[src/rtl/mod_counter.sv]
// Modulo up/down counter with synchronous load, wrap/saturate/one-shot boundary
// handling, a terminal-count pulse and a sticky overflow flag.
module mod_counter #(
  parameter int SIZE      = 10,
  parameter int MAX_VALUE = 2**SIZE-1
) (
  input  logic            clk,
  input  logic            reset,
  input  logic            enable,
  input  logic            up,
  input  logic            load,
  input  logic [SIZE-1:0] load_value,
  input  logic [1:0]      mode,
  input  logic            clear_flags,
  output logic [SIZE-1:0] count,
  output logic            terminal,
  output logic            overflow,
  output logic            busy
);

  localparam logic [SIZE-1:0] MAX_V = SIZE'(MAX_VALUE);

  typedef enum logic [1:0] {IDLE, RUN, DONE} state_t;

  state_t          r_state, w_state_next;
  logic [SIZE-1:0] r_count, w_count_next;
  logic            r_terminal, r_overflow, r_busy;
  logic            w_terminal_next, w_overflow_next, w_busy_next;
  logic            w_oneshot, w_at_bound, w_step, w_bstep;
  logic [SIZE-1:0] w_bound, w_load_val;

  always_ff @(posedge clk or posedge reset) begin
    if (reset) begin
      r_state    <= IDLE;
      r_count    <= '0;
      r_terminal <= 1'b0;
      r_overflow <= 1'b0;
      r_busy     <= 1'b0;
    end else begin
      r_state    <= w_state_next;
      r_count    <= w_count_next;
      r_terminal <= w_terminal_next;
      r_overflow <= w_overflow_next;
      r_busy     <= w_busy_next;
    end
  end

  always_comb begin
    w_oneshot  = (mode == 2'b10);
    w_bound    = up ? MAX_V : '0;
    w_at_bound = (r_count == w_bound);
    // A finished one-shot swallows enables until it is reloaded.
    w_step     = enable && !load && !(w_oneshot && r_state == DONE);
    w_bstep    = w_step && w_at_bound;
    w_load_val = (load_value > MAX_V) ? MAX_V : load_value;

    w_count_next = r_count;
    w_state_next = w_oneshot ? r_state : IDLE;

    if (load) begin
      w_count_next = w_load_val;
      if (w_oneshot) begin
        w_state_next = RUN;
      end
    end else if (w_step) begin
      if (!w_at_bound) begin
        // Safe: below MAX_V when up, above 0 when down, so no carry out.
        w_count_next = up ? r_count + SIZE'(1) : r_count - SIZE'(1);
      end else if (w_oneshot) begin
        if (r_state == RUN) begin
          w_state_next = DONE;
        end
      end else if (mode != 2'b01) begin
        w_count_next = up ? '0 : MAX_V;
      end
    end

    w_terminal_next = w_bstep;
    w_overflow_next = w_bstep | (r_overflow & ~clear_flags);
    w_busy_next     = (w_state_next == RUN);
  end

  assign count    = r_count;
  assign terminal = r_terminal;
  assign overflow = r_overflow;
  assign busy     = r_busy;

endmodule

[config.mk]
export PLATFORM = sky130hd
export DESIGN_NAME = mod_counter
export DESIGN_NICKNAME = d
export VERILOG_FILES = /design/src/rtl/mod_counter.sv
export SDC_FILE = /design/constraint.sdc
export NUM_CORES = 1
export LEC_CHECK = 0
export ABC_AREA = 1
export BUFFER_PORTS_ARGS = -buffer_cell sky130_fd_sc_hd__buf_2
export CORE_AREA = 2 2 55 57
export CTS_BUF_LIST = sky130_fd_sc_hd__clkbuf_16
export DETAILED_ROUTE_END_ITERATION = 8
export DIE_AREA = 0 0 57 59
export GPL_TIMING_DRIVEN = 1
export PLACE_DENSITY = 0.7
export SYNTH_ARGS = -nofsm -noshare
export SYNTH_HDL_FRONTEND = slang
export SYNTH_SLANG_ARGS = --single-unit
export TNS_END_PERCENT = 1
[constraint.sdc]
create_clock -name clk -period 4.9 [get_ports clk]
set_clock_uncertainty 0.1 [all_clocks]
set_input_delay 0.98 -clock clk [delete_from_list [all_inputs] [get_ports clk]]
set_output_delay 0.98 -clock clk [all_outputs]
set_load 0.02 [all_outputs]
Word level (Yosys, flattened, before mapping)
Index checks and enable logic that the tools add are counted.
{"block": "op_classes", "add_sub_neg": 2, "order_cmp": 1, "n_eq_ne": 8, "n_mux": 16, "bitwise_logic": 3, "n_reduce_logical": 8}
{"op": "2-to-1 mux 10 bit", "n": 9}
{"op": "2-to-1 mux 2 bit", "n": 7}
{"op": "adder 10 x 1 -> 10 bit (second input constant)", "n": 1}
{"op": "== test 10 bit", "n": 1}
{"op": "greater-than comparator 10 bit (second input constant)", "n": 1}
{"op": "subtractor 10 x 1 -> 10 bit (second input constant)", "n": 1}
{"op": "== test 2 x 1 -> 1 bit (second input constant)", "n": 2}
{"op": "== test 2 bit (second input constant)", "n": 2}
{"op": "logical AND 1 bit", "n": 4}
{"op": "inequality test 3 x 2 -> 1 bit (second input constant)", "n": 1}
{"op": "inequality test 3 bit (second input constant)", "n": 1}
{"op": "AND reduction 3 bit", "n": 1}
{"op": "zero test 1 bit", "n": 2}
{"op": "inequality test 2 x 1 -> 1 bit (second input constant)", "n": 1}
{"op": "nonzero test 2 bit", "n": 1}
{"op": "AND 1 bit", "n": 1}
{"op": "inverter 1 bit", "n": 1}
{"op": "bitwise OR 1 bit", "n": 1}
{"block": "word_totals", "regBits": 15, "out_inout_bits": 13, "wordCells": 43}

Logic depth before layout (Yosys ltp)
{"block": "logic_depth", "ltp_word": 8, "mapped_depth": 14, "depth_no_buf": 13}

Least setup slack after synthesis
No wires, ideal clock.
{"block": "synth_timing", "kind": "input -> register", "startpoint": "input up", "endpoint": "register r_count[5] (netlist: count[5])", "arrival_time_ns": 2.538, "setup_slack_ns": 2.146, "stages": 13, "path_buffers": 2, "cell_sequence": "buf_2 > inv_1 > ha_1 > nand2_2 > nor2_4 > inv_2 > nor2_4 > nand3_2 > a21oi_4 > buf_6 > nor2_1 > nand2_1 > nand2_1"}
{"block": "synth_between", "elab_chain_len": 6, "word_cells_on_any_way": 12, "classes_between": "eq/ne (3); mux (8); reduce/logical (1)"}
{"element": "start: declaration", "line": "10", "source": "input logic up,"}
{"element": "branches (longest 6 deep; another with 2-to-1 mux 10 bit)"}
{"element": "end signal: assignment", "line": "41", "source": "r_count <= w_count_next;"}
{"element": "end: declaration", "line": "26", "source": "logic [SIZE-1:0] r_count, w_count_next;"}
Parallel ways; which one is timed is not known. The select of a mux whose other input is x is not followed.
A chain may end at the register's enable or synchronous reset.

Final worst setup path
{"block": "layout_timing", "startpoint": "input up", "endpoint": "register r_count[9] (netlist: count[9])"}
Same word-level chain as after synthesis.

==> results.ini <==
[pwr]
power.switching_fraction_pct=40.5
ir_worst_vdd_v=0.000327
seq_power_share_pct=27.7
part_of_the_power_in_combinational_logic_pct=46.2
pint_mw=0.355
power.density_cell_area_nw_per_um2=378
leakage_nw=0.887
clockPowerShare_pct=26.1
p_switching_mw=0.241
p_total_mw=0.596

[min_path]
min-delay-path-class=flop to flop
worstHoldStart=count[7]
hold-path-cell-count=2
min_delay_worst_endpoint=count[7]

[logic_synthesis]
synthAdderAreaFrac_pct=9.01
synth_register_bits=15
sequential_element_share_of_the_synthesized_area_pct=28.1
parity_gate_share_of_the_synthesized_area_counting_xor_and_xnor_cells_pct=5.25
asyncSetResetFlopFracSynth_pct=100
synth.yosys.warnings=0
combinational_family_with_the_most_area_after_synthesis=simple AND/OR/NAND/NOR gates
synth_top_cell_area_share_pct=28.1
synth_area_per_cell_sq_um=6.60
netlist.top_cell.by_area=dfrtp_1
synth_area_sq_um=1330
synth_area_leaders=dfrtp_1 (28%), nand2_1 (21%), ha_1 (7.5%)
multiplexer_fraction_of_the_synthesized_cell_area_pct=0
synth.distinct_cells=30
synth_ff_type=dfrtp_1
yosys.area_share.simple_pct=41.0
synth-edff-count=0
synth_nets=229
post-synth-top-count-cell=nand2_1
syn-instance-count=202
synth_commonest_cells=nand2_1 (76), inv_1 (24), nor2_1 (20)
synth_compound_gate_area_share_pct=7.69

[clock_tree]
post_cts.resized_instances=0
cts_setup_buffers=0
cts_tree=yes
cts-root-to-sink-buffers=2
cts.sinks=15
clockRootBuffer=clkbuf_16
cts_buffers=3
cts.clk_slew.worst_paths_ps=50
cts.htree.levels=1
cts_hold_buf=0
insertion_delay_ps=240

[worst_setup_path]
ff2ff_setup_slack_ps=2840
crit_path_arrival_time_ps=2850
critPathKind=input pin to flop
critical_path_peak_fanout=14
cp_slowest_cell=ha_1
crit_buf_inv=3
ff2ff_path_depth=10
startpoint_type=input pin
worstSetupStartpoint=up
slowest_delay_ps=440
data_required_time_at_the_worst_endpoint_ps=4930
worst_path_dominant_cell_family=simple AND/OR/NAND/NOR gates
crit_path_end_kind=flop
worstReg2RegEnd=count[9]
timing.critical_path.cells=buf_2 > inv_1 > ha_1 > nand2_2 > nor2_4 > inv_2 > nor2_4 > nand3_2 > a21oi_4 > nor2_1 > nand2_1 > nand2_1
regToRegStartpoint=count[4]

[timing]
grt_setup_unrepaired=no
slew_headroom_pct=61.2
setup_viol=0
fmaxAchievable_mhz=355
period_share_pct=57.5
timing_max_transition_violations_final=0
timing_hold_violations_final=0
worstMarginPinSlew_ps=582
post-route-min-period_ps=2820
fin_tns_setup_ps=0

[final_layout]
num-fill-cells=270
layout-drive-gt1-share_pct=20.7
number_of_antenna_cells_inserted=0
design.final.nets=260
seq_area_sq_um=375
stdcell_area_sq_um=1580
multiInputGateArea_sq_um=840
syn_to_layout_area_delta_pct=18.2

[floorplanning]
io_pins=31
design.die.area_sq_um=3360
core-area_sq_um=2710
fp-row-count=19
start_util_pct=49.2
die_span_in_y_microns=59
die_w_microns=57

[global_route]
grt_start_max_net_pins=16
grt_pass1_wl_microns=5380
global_route.overflow_total=0
number_of_global_route_vias_before_repair=1251
antenna_found_initial=0
grtUsageTotal_pct=20.4

[route]
num_vias=1308
drt_iter0_drc=51
post_detailed_route_via_to_cell_ratio=4.97
final_antenna_net_count=0
detail_route.drc_violations=0
routed_wire_length_per_instance_microns=11.3
drt_pre_antenna_iters=4
postRouteWirelength_microns=2970

[status]
run_status=completed

[placed_design]
buffer_ports.inserted=30
placed_cell_area_sq_um=1500
place.detailed.hpwl_microns=2390
finalWeightedCongestion=0.909

[job]
cap_violations=0

==> logic make-up (layout without fill, tap and decap cells) <==
kind of cell,count (synthesis),in the layout
adders and majority gates,9,9
xor gates and xnor gates,8,8
DFF,15,15
buffers and inverters,29,59
AOI/OAI and AO/OA,16,16
and+or+nand+nor,125,125
==> layout by cell type (no fill, tap or decap), drive strengths merged <==
cell type and n:
o21ai 5, fa 1, buf 30, nand3b 1
ha 8, nor3b 1, inv 26, o21bai 1
a21oi 8, xor2 5, nor2 23, nand3 14
a21boi 1, nand4 3, clkbuf 3, dfrtp 15
o21a 1, or2 6, nand2 77, xnor2 3
==> per-layer routing <==
layer	track usage [%]	up-vias	share of wire, %
met5	0	-	0
li1	-	691	-
met4	5.98	0	1.1
met1	29.8	586	53
met3	1.97	4	2.9
met2	32.3	27	43
==> area by class of cell <==
class                      instances  area share [%]
sequential                        15            23.8
clock buffer                       3            4.76
inverter                          25            5.95
timing repair buffer              30            9.52
clock inverter                     1           0.238
multi-input combinational        158            53.3
tap                               31            2.46
==> power groups by stage <==
stage | combinational (mW) | clock (mW) | sequential, mW
global placement | 0.273 | 0 | 0.166
CTS | 0.274 | 0.159 | 0.164
finish | 0.275 | 0.155 | 0.165
global route | 0.316 | 0.164 | 0.167
detailed placement | 0.272 | 0 | 0.166
floorplan | 0.185 | 0 | 0.184
==> worst reg2reg max path, stage by stage (launching register included) <==
cell	delay, ps
dfrtp_1	410
ha_1	390
nand2_2	100
nor2_4	140
inv_2	50
nor2_4	110
nand3_2	100
a21oi_4	340
nor2_1	80
nand2_1	80
nand2_1	40
==> state kept, by name, indices dropped and copies added (netlist names) <==
name      cells
count        10
terminal      1
overflow      1
busy          1
r_state       2
==> worst max path at each step <==
stage | endpoint | cells past startpoint
global route | count[8] | 12
CTS | count[9] | 12
floorplan | count[5] | 13
finish | count[9] | 12
global placement | count[8] | 12
detailed placement | count[6] | 12
==> through the flow <==
| stage | util (%) | setup slack [ps] | std cells | hold slack [ps] |
|---|---|---|---|---|
| 3_5_place_dp | 55.3 | 1850 | 259 | 404 |
| 4_1_cts | 58.2 | 2080 | 263 | 418 |
| 6_report | 58.2 | 2080 | 263 | 422 |
| 3_3_place_gp | 55.3 | 1860 | 259 | 409 |
| 5_1_grt | 58.2 | 1880 | 263 | 446 |
| 2_1_floorplan | - | 2150 | 202 | 457 |
(Power assumes the default switching activity.)
